File: src/rtl/imm_gen_pipe_if.sv
// imm_gen_pipe_if: handshake and data bundle around the decode-stage
// immediate generator.
//   upstream   : in_valid, in_ready, in_instr[31:0], in_tag[TAG_W-1:0], flush
//   downstream : out_valid, out_ready, out_imm[IMM_W-1:0], out_fmt[2:0],
//                out_illegal, out_tag[TAG_W-1:0]
// The slave modport is the generator; the master modport is whoever drives
// instructions in and consumes results.
interface imm_gen_pipe_if #(
  parameter int IMM_W = 32,
  parameter int TAG_W = 8
);
  logic             in_valid;
  logic             in_ready;
  logic [31:0]      in_instr;
  logic [TAG_W-1:0] in_tag;
  logic             flush;
  logic             out_valid;
  logic             out_ready;
  logic [IMM_W-1:0] out_imm;
  logic [2:0]       out_fmt;
  logic             out_illegal;
  logic [TAG_W-1:0] out_tag;

  modport slave (
    input  in_valid, in_instr, in_tag, flush, out_ready,
    output in_ready, out_valid, out_imm, out_fmt, out_illegal, out_tag
  );

  modport master (
    output in_valid, in_instr, in_tag, flush, out_ready,
    input  in_ready, out_valid, out_imm, out_fmt, out_illegal, out_tag
  );
endinterface

File: src/rtl/imm_gen_pipe.sv
// imm_gen_pipe: registered RV32I immediate generator for the decode stage.
// Decodes the opcode into a format class (R/I/S/B/U/J/illegal), builds the
// immediate, extends it to 32 bits and keeps the IMM_W LSBs. One register
// stage with a valid/ready handshake; flush drops both the held result and
// the word being offered in the same cycle.
// Ports:
//   clk    : rising-edge clock
//   rst_n  : asynchronous active-low reset
//   bus    : imm_gen_pipe_if.slave (handshake, instruction, tag, results)
module imm_gen_pipe #(
  parameter int IMM_W      = 32,
  parameter bit SIGN_EXT   = 1'b1,
  parameter bit SHAMT_MASK = 1'b1,
  parameter int TAG_W      = 8
) (
  input logic          clk,
  input logic          rst_n,
  imm_gen_pipe_if.slave bus
);

  localparam logic [2:0] FMT_R   = 3'd0;
  localparam logic [2:0] FMT_I   = 3'd1;
  localparam logic [2:0] FMT_S   = 3'd2;
  localparam logic [2:0] FMT_B   = 3'd3;
  localparam logic [2:0] FMT_U   = 3'd4;
  localparam logic [2:0] FMT_J   = 3'd5;
  localparam logic [2:0] FMT_ILL = 3'd7;

  logic [31:0]      instr;
  logic [6:0]       opcode;
  logic             sx;
  logic [31:0]      ext32;
  logic [2:0]       fmt_d;
  logic             ill_d;

  logic             valid_q;
  logic [IMM_W-1:0] imm_q;
  logic [2:0]       fmt_q;
  logic             ill_q;
  logic [TAG_W-1:0] tag_q;

  logic             accept;
  logic             xfer;

  assign instr  = bus.in_instr;
  assign opcode = instr[6:0];
  // Fill bit for the upper immediate bits: the format's MSB is always instr[31].
  assign sx     = SIGN_EXT ? instr[31] : 1'b0;

  always_comb begin
    ext32 = 32'd0;
    fmt_d = FMT_R;
    ill_d = 1'b0;
    unique case (opcode)
      7'b0000011, 7'b0010011, 7'b1100111, 7'b1110011, 7'b0001111: begin
        fmt_d = FMT_I;
        // Shift-immediates carry only a 5-bit shamt; funct7 lives in [31:25].
        if (SHAMT_MASK && (opcode == 7'b0010011) &&
            ((instr[14:12] == 3'b001) || (instr[14:12] == 3'b101)))
          ext32 = {27'd0, instr[24:20]};
        else
          ext32 = {{20{sx}}, instr[31:20]};
      end
      7'b0100011: begin
        fmt_d = FMT_S;
        ext32 = {{20{sx}}, instr[31:25], instr[11:7]};
      end
      7'b1100011: begin
        fmt_d = FMT_B;
        ext32 = {{19{sx}}, instr[31], instr[7], instr[30:25], instr[11:8], 1'b0};
      end
      7'b0110111, 7'b0010111: begin
        fmt_d = FMT_U;
        ext32 = {instr[31:12], 12'd0};
      end
      7'b1101111: begin
        fmt_d = FMT_J;
        ext32 = {{11{sx}}, instr[31], instr[19:12], instr[20], instr[30:21], 1'b0};
      end
      7'b0110011: begin
        fmt_d = FMT_R;
      end
      default: begin
        fmt_d = FMT_ILL;
        ill_d = 1'b1;
      end
    endcase
  end

  assign bus.in_ready = !valid_q || bus.out_ready || bus.flush;
  assign accept       = bus.in_valid && bus.in_ready;
  assign xfer         = valid_q && bus.out_ready;

  always_ff @(posedge clk or negedge rst_n) begin
    if (!rst_n) begin
      valid_q <= 1'b0;
    end else if (bus.flush) begin
      valid_q <= 1'b0;
    end else if (accept) begin
      valid_q <= 1'b1;
    end else if (xfer) begin
      valid_q <= 1'b0;
    end
  end

  // Data registers only move on a kept accept, so an idle or undriven
  // in_instr never reaches the outputs.
  always_ff @(posedge clk or negedge rst_n) begin
    if (!rst_n) begin
      imm_q <= '0;
      fmt_q <= 3'd0;
      ill_q <= 1'b0;
      tag_q <= '0;
    end else if (accept && !bus.flush) begin
      imm_q <= ext32[IMM_W-1:0];
      fmt_q <= fmt_d;
      ill_q <= ill_d;
      tag_q <= bus.in_tag;
    end
  end

  assign bus.out_valid   = valid_q;
  assign bus.out_imm     = imm_q;
  assign bus.out_fmt     = fmt_q;
  assign bus.out_illegal = ill_q;
  assign bus.out_tag     = tag_q;

endmodule

File: src/flat_wrapper.sv
// flat-port wrapper written by rule: the top's interface ports become plain ports
module imm_gen_pipe_flat 
#(
  parameter int IMM_W      = 32,
  parameter bit SIGN_EXT   = 1'b1,
  parameter bit SHAMT_MASK = 1'b1,
  parameter int TAG_W      = 8
)
  (clk, rst_n, bus_in_valid, bus_in_instr, bus_in_tag, bus_flush, bus_out_ready, bus_in_ready, bus_out_valid, bus_out_imm, bus_out_fmt, bus_out_illegal, bus_out_tag);
  imm_gen_pipe_if #(.IMM_W(IMM_W), .TAG_W(TAG_W)) bus_i ();
  input logic clk;
  input logic rst_n;
  input wire logic [$bits(bus_i.in_valid)-1:0] bus_in_valid;
  input wire logic [$bits(bus_i.in_instr)-1:0] bus_in_instr;
  input wire logic [$bits(bus_i.in_tag)-1:0] bus_in_tag;
  input wire logic [$bits(bus_i.flush)-1:0] bus_flush;
  input wire logic [$bits(bus_i.out_ready)-1:0] bus_out_ready;
  output wire logic [$bits(bus_i.in_ready)-1:0] bus_in_ready;
  output wire logic [$bits(bus_i.out_valid)-1:0] bus_out_valid;
  output wire logic [$bits(bus_i.out_imm)-1:0] bus_out_imm;
  output wire logic [$bits(bus_i.out_fmt)-1:0] bus_out_fmt;
  output wire logic [$bits(bus_i.out_illegal)-1:0] bus_out_illegal;
  output wire logic [$bits(bus_i.out_tag)-1:0] bus_out_tag;
  assign bus_i.in_valid = bus_in_valid;
  assign bus_i.in_instr = bus_in_instr;
  assign bus_i.in_tag = bus_in_tag;
  assign bus_i.flush = bus_flush;
  assign bus_i.out_ready = bus_out_ready;
  assign bus_in_ready = bus_i.in_ready;
  assign bus_out_valid = bus_i.out_valid;
  assign bus_out_imm = bus_i.out_imm;
  assign bus_out_fmt = bus_i.out_fmt;
  assign bus_out_illegal = bus_i.out_illegal;
  assign bus_out_tag = bus_i.out_tag;
  imm_gen_pipe #(.IMM_W(IMM_W), .SIGN_EXT(SIGN_EXT), .SHAMT_MASK(SHAMT_MASK), .TAG_W(TAG_W)) u_core (.clk(clk), .rst_n(rst_n), .bus(bus_i));
endmodule
File: config.mk
export PLATFORM = sky130hd
export DESIGN_NAME = imm_gen_pipe_flat
export DESIGN_NICKNAME = d
export VERILOG_FILES = /design/src/rtl/imm_gen_pipe_if.sv /design/src/rtl/imm_gen_pipe.sv /design/src/flat_wrapper.sv
export SDC_FILE = /design/constraint.sdc
export NUM_CORES = 1
export LEC_CHECK = 0
export ABC_AREA = 1
export CAP_MARGIN = 20
export CORE_MARGIN = 3
export CORE_UTILIZATION = 40
export CTS_BUF_LIST = sky130_fd_sc_hd__clkbuf_8
export CTS_CLUSTER_DIAMETER = 100
export DETAILED_ROUTE_END_ITERATION = 8
export PLACE_DENSITY = 0.73
export SLEW_MARGIN = 15
export SYNTH_ARGS = -nofsm -noshare
export SYNTH_HDL_FRONTEND = slang
export SYNTH_SLANG_ARGS = --single-unit
export TNS_END_PERCENT = 50
File: constraint.sdc
create_clock -name clk -period 1.26 [get_ports clk]
set_input_delay 0.378 -clock clk [delete_from_list [all_inputs] [get_ports clk]]
set_output_delay 0.378 -clock clk [all_outputs]
set_load 0.02 [all_outputs]
==> results.sh, run 1 <==
export IMPL_r2r_start="u_core.bus.out_valid"
export IMPL_synth_nets=429
export IMPL_cts_hold_buffers=0
export IMPL_netlist_area_um2=2560
export IMPL_cpPeakStageDelay_ns=0.19
export IMPL_synthTopCellsByCount="nand2_1, nor2_1, dfrtp_1"
export IMPL_diodes=0
export IMPL_max_slew_margin=0.785
export IMPL_synthCells=384
export IMPL_drtPass1Iterations=4
export IMPL_grt_max_degree=46
export IMPL_synth_cell_types=25
export IMPL_syn_avg_cell_area_um2=6.66
export IMPL_num_vias=2868
export IMPL_htree_num_levels=2
export IMPL_die_h_um=86.0
export IMPL_synth_edf_count=0
export IMPL_nNetsFinal=564
export IMPL_setup_violations=33
export IMPL_leakage_nw=2.43
export IMPL_cp_data_arrival_time_ns=1.59
export IMPL_ios=91
export IMPL_fillCellCount=525
export IMPL_critPathSlowestCell="nor2_4"
export IMPL_fin_util=0.671
export IMPL_num_rows=28
export IMPL_wl_per_cell_um=13.5
export IMPL_finClkSkew_ns=0.00501
export IMPL_grt_use_total=0.220
export IMPL_synth_top_area_share=0.440
export IMPL_start_util=0.422
export IMPL_clkLatencyLatePin_ns=0.30
export IMPL_clock_sinks=45
export IMPL_first_global_vias=2889
export IMPL_grt_antenna_before_repair=0
export IMPL_core_area_um2=6060
export IMPL_die_w_um=86.0
export IMPL_clockBufferDepth=2
export IMPL_cts_buffers=5
export IMPL_hpwl_mm=5.38
export IMPL_area_delta_synth_final_pct=59.0
export IMPL_synth_most_common_cell="nand2_1"
export IMPL_async_flop_share=1.00
export IMPL_drt_total_wl_mm=8.05
export IMPL_synth_ff_type="dfrtp_1"
export IMPL_post_place_ws_ns=-0.878
export IMPL_power_density_nw_per_um2=845
export IMPL_post_dp_cell_area_um2=3840
export IMPL_yosys_area_top_type="dfrtp_1"
export IMPL_dr_first_iter_drc_count=136
export IMPL_cts_tree="built"
export IMPL_io_buffers=90
export IMPL_ys_warn_count=0
export IMPL_fmaxAchievable_mhz=741
export IMPL_path_clk_slew_ns=0.09
export IMPL_grt_ovfl_total=0
export IMPL_cp_max_fo=10
export IMPL_ctsRootBufferMaster="clkbuf_8"
export IMPL_finalHoldViolCount=0
export IMPL_cp_end_kind="flop"
export IMPL_viasPerCell=4.82
export IMPL_dp_cells=575
export IMPL_critPathKind="in -> reg"
export IMPL_critPathRequiredTime_ns=1.50
export IMPL_worstHoldPathType="in -> async"
export IMPL_synth_area_top_cells="dfrtp_1, nand2_1, nor2_1"
export IMPL_ant_nets=0
export IMPL_ir_worst_vdd_uv=487
export IMPL_fin_crit_ns=1.35
export IMPL_fin_ws_ns=-0.0886
export IMPL_final_cell_count_no_fill=595
export IMPL_worstPathCellList="buf_8 > buf_8 > inv_12 > nand2_4 > nor2_4 > nand3_4 > nand4_4 > nand2_4 > buf_12 > buf_4 > a21boi_2"
export IMPL_cap_violations=0
export IMPL_startpoint="bus_in_instr[2]"
export IMPL_drive_above_1_share=0.358
export IMPL_worstSetupStartpointType="input pin"
export IMPL_grt_pass1_wl_mm=13.1
export IMPL_maxSlewViolCount=0
export IMPL_die_area_um2=7390
export IMPL_design_area_um2=4070
export IMPL_finalSetupTns_ns=-1.66
export IMPL_grt_setup_unrepaired="yes"
export IMPL_gp_congestion=0.865
export IMPL_status="finished with violations"
export IMPL_violations="negative setup slack"
export IMPL_ys_seq_elements=45
export IMPL_finalCritPeriodShare=1.07
export IMPL_critPathBufInv=5
export IMPL_yosysSeqAreaShare=0.440
export IMPL_path_delay_family="buffers and inverters"
export IMPL_drc=0
export IMPL_worst_pin_slew_ns=0.320
## routing by layer
| metal | share of wire | track usage | up-vias | wire length, um |
|---|---|---|---|---|
| li1 | - | - | 1421 | - |
| met1 | 0.43 | 0.279 | 1331 | 3490 |
| met4 | 0.027 | 0.0777 | 0 | 221 |
| met5 | 0 | 0 | - | 0 |
| met3 | 0.071 | 0.0586 | 21 | 574 |
| met2 | 0.47 | 0.360 | 95 | 3770 |
## cells in the final DEF, fill, tap and decap left out, types with 2 or more instances in the layout
cell,Yosys,routed
dfrtp_1,45,45
o21ai_0,6,5
inv_2,2,6
nand2_2,8,23
nor2_4,1,4
buf_2,4,44
buf_12,0,4
nor2_1,47,40
nor2_2,2,6
nand3_2,0,4
clkbuf_8,0,5
buf_4,2,39
a21oi_1,15,9
or2_2,2,2
nand2_1,191,165
dlygate4sd2_1,0,5
clkdlybuf4s50_1,0,31
buf_8,0,3
buf_6,4,15
nand2_4,0,11
a21oi_2,1,7
nand4_4,1,2
nand3_1,8,3
inv_1,33,27
## report_power, final
part | leakage [nW] | internal, mW | switching [mW]
registers | 0.597 | 1.55 | 0.0547
logic | 1.79 | 0.397 | 0.499
clock network | 0.0447 | 0.401 | 0.538
## layout make-up
type / count / area, um^2 / area share
Multi-Input combinational cell: 288 / 1420 / 0.350
Timing Repair Buffer: 143 / 1170 / 0.289
Sequential cell: 45 / 1130 / 0.277
Inverter: 36 / 156 / 0.0384
Tap cell: 75 / 93.8 / 0.0231
Clock buffer: 5 / 68.8 / 0.0169
Clock inverter: 3 / 25.0 / 0.00615
## timing repair
item                                   CTS  global route
setup buffers                           11             2
gates cloned                             2             0
setup endpoints to repair               90            76
pin swaps                               17            14
gates resized for setup                267            42
endpoints found under the hold margin    0             0
## sequential cells by signal (all words and copies together), names as in the netlist
name,cells
u_core.bus.out_imm,32
u_core.bus.out_illegal,1
u_core.bus.out_tag,8
u_core.bus.out_valid,1
u_core.bus.out_fmt,3
## metrics by stage
stage / hold WS [ns] / power [mW]
6_report: 0.0330 / 3.44
3_5_place_dp: 0.376 / 2.55
4_1_cts: 0.0447 / 3.43
2_1_floorplan: 0.0824 / 2.01
5_1_grt: 0.0600 / 3.62
3_3_place_gp: 0.376 / 2.53
## worst paths after layout
kind | cells after the start | end | slack, ns
setup / recovery | 11 | u_core.bus.out_imm[31] | -0.09
hold / removal | 2 | u_core.bus.out_imm[3] | 0.03
setup reg to reg | 5 | u_core.bus.out_imm[31] | 0.05
hold reg to reg | 2 | u_core.bus.out_imm[21] | 0.48
max in group asynchronous | 2 | u_core.bus.out_imm[16] | 1.00
min in group clk | 2 | u_core.bus.out_imm[21] | 0.48
## cells by family (layout without fill, tap and decap cells)
family | Yosys count | after routing | synth area share
AND/OR/NAND/NOR | 264 | 264 | 0.418
flip-flops | 45 | 45 | 0.440
AO/OA/AOI/OAI | 24 | 24 | 0.0504
buffers and inverters | 51 | 187 | 0.0914
Note: power is estimated with default switching activity, not from simulation.
==> run 2, diff against run 1 <==
--- a/config.mk
+++ b/config.mk
@@ -12,6 +12,7 @@
 export CTS_BUF_LIST = sky130_fd_sc_hd__clkbuf_8
 export CTS_CLUSTER_DIAMETER = 100
 export DETAILED_ROUTE_END_ITERATION = 8
+export GPL_TIMING_DRIVEN = 0
 export PLACE_DENSITY = 0.73
 export SLEW_MARGIN = 15
 export SYNTH_ARGS = -nofsm -noshare
==> run 2 against run 1 <==
Compared with the run above:
- flip-flop and latch count did not move
- highest routed layer unchanged
- clock-buffer cell count is the same
- core utilization down 2.8 points
- the run still ends with negative setup slack left
- die area unchanged
- largest power group unchanged
- worst setup slack gained 0.048 ns
- register-to-register slack better by 0.02 ns
- sequential share of layout area up 1.2 points
- combinational power is 4.2% lower
- clock skew about the same
- worst hold slack better by 0.45 ns
- final cell count shrank 3.5%
==> results.sh, run 2 (same netlist as run 1, synthesis figures left out) <==
export IMPL_die_area_um2=7390
export IMPL_cts_buffers=5
export IMPL_ios=91
export IMPL_grt_setup_unrepaired="yes"
export IMPL_grt_antenna_before_repair=0
export IMPL_grt_max_degree=34
export IMPL_violations="negative setup slack"
export IMPL_htree_num_levels=2
export IMPL_layout_common_cells="nand2_1, dfrtp_1, buf_2"
export IMPL_cp_max_fo=2
export IMPL_cp_end_kind="primary output"
export IMPL_largest_reg_flops=32
export IMPL_finalSetupTns_ns=-0.0411
export IMPL_highest_layer="met4"
export IMPL_drt_met1_wl_mm=3.29
export IMPL_max_slew_margin=0.766
export IMPL_io_buffers=90
export IMPL_critPathRequiredTime_ns=0.88
export IMPL_critPathKind="in -> out"
export IMPL_drc=0
export IMPL_nNetsFinal=543
export IMPL_grt_pass1_wl_mm=12.5
export IMPL_setup_violations=1
export IMPL_first_global_vias=2660
export IMPL_design_area_um2=3900
export IMPL_worst_pin_slew_ns=0.351
export IMPL_fin_crit_ns=1.30
export IMPL_viasPerCell=4.78
export IMPL_grt_use_total=0.212
export IMPL_core_area_um2=6060
export IMPL_layout_commonest_cell="nand2_1"
export IMPL_die_h_um=86.0
export IMPL_fin_ws_ns=-0.0411
export IMPL_finalCritPeriodShare=1.03
export IMPL_post_dp_cell_area_um2=3610
export IMPL_clkLatencyLatePin_ns=0.31
export IMPL_wl_met3_um=617
export IMPL_whs_ns=0.479
export IMPL_ir_worst_vdd_uv=512
export IMPL_path_clk_slew_ns=0.09
export IMPL_power_density_nw_per_um2=877
export IMPL_clock_sinks=45
export IMPL_grt_ovfl_total=0
export IMPL_num_rows=28
export IMPL_die_w_um=86.0
export IMPL_ant_nets=0
export IMPL_gp_congestion=0.839
export IMPL_start_util=0.422
export IMPL_wl_met2_mm=3.79
export IMPL_area_delta_synth_final_pct=52.3
export IMPL_finalHoldViolCount=0
export IMPL_finClkSkew_ns=0.00488
export IMPL_cap_violations=0
export IMPL_drive_above_1_share=0.303
export IMPL_fillCellCount=545
export IMPL_fmaxAchievable_mhz=769
export IMPL_clockBufferDepth=2
export IMPL_cts_tree="built"
export IMPL_diodes=0
export IMPL_worstHoldPathType="reg -> reg"
export IMPL_worstSetupStartpointType="input pin"
export IMPL_cp_data_arrival_time_ns=0.92
export IMPL_drtPass1Iterations=5
export IMPL_ctsRootBufferMaster="clkbuf_8"
export IMPL_dp_cells=550
export IMPL_drt_total_wl_mm=7.76
export IMPL_dr_first_iter_drc_count=195
export IMPL_maxSlewViolCount=0
export IMPL_wl_per_cell_um=13.5
export IMPL_num_vias=2745
export IMPL_leakage_nw=2.33
export IMPL_hpwl_mm=5.36
export IMPL_final_cell_count_no_fill=574
export IMPL_status="finished with violations"
[run 2: area by class of cell]
cell class	instances	area, um^2	share of cell area
clock inverters	3	25.0	0.00642
multi-input cells	288	1380	0.355
clock buffers	5	68.8	0.0177
plain buffers	15	143	0.0366
flip-flops and latches	45	1130	0.289
well taps	75	93.8	0.0241
inverters	36	170	0.0437
repair buffers	107	886	0.227
[run 2: worst max-delay path: stages]
cell and delay [ns]:
dlygate4sd2_1 0.24, inv_2 0.08, nand3_2 0.09, buf_6 0.14
[run 2: per-layer routing]
metal  global-route usage  vias to the layer above
met3               0.0471                        6
li1                     -                     1377
met4               0.0518                        0
met1                0.268                     1275
met2                0.367                       87
met5                    0                        -
[run 2: path summary, 6_finish.rpt]
| check | startpoint | cells after the start | end | slack, ns |
|---|---|---|---|---|
| setup / recovery | bus_flush | 4 | bus_in_ready | -0.04 |
| hold / removal | u_core.bus.out_imm[26] | 2 | u_core.bus.out_imm[26] | 0.48 |
| setup reg to reg | u_core.bus.out_valid | 5 | u_core.bus.out_fmt[2] | 0.07 |
| hold reg to reg | u_core.bus.out_imm[26] | 2 | u_core.bus.out_imm[26] | 0.48 |
| max in group asynchronous | rst_n | 3 | u_core.bus.out_imm[31] | 0.28 |
| min in group asynchronous | rst_n | 2 | u_core.bus.out_imm[10] | 0.50 |
[run 2: repair_timing]
item / CTS / global route
hold buffers: 1 / 0
pin swaps: 13 / 18
gates resized for setup: 272 / 66
endpoints found under the hold margin: 12 / 0
endpoints found under the setup margin: 91 / 76
buffers inserted: 7 / 4
gates cloned: 3 / 1
[run 2: power breakdown]
part / switching (mW) / internal, mW / leakage, nW / total [mW]
registers: 0.0553 / 1.55 / 0.597 / 1.60
clock network: 0.554 / 0.405 / 0.0452 / 0.959
logic: 0.488 / 0.369 / 1.68 / 0.857
[run 2: metrics by stage]
step	setup slack (ns)	total power [mW]	utilization
finish	-0.0411	3.42	0.643
global placement	-1.46	2.46	0.593
CTS	-0.0600	3.39	0.611
floorplan	-0.0632	2.01	-
global route	-0.0690	3.60	0.643
detailed placement	-1.07	2.48	0.596
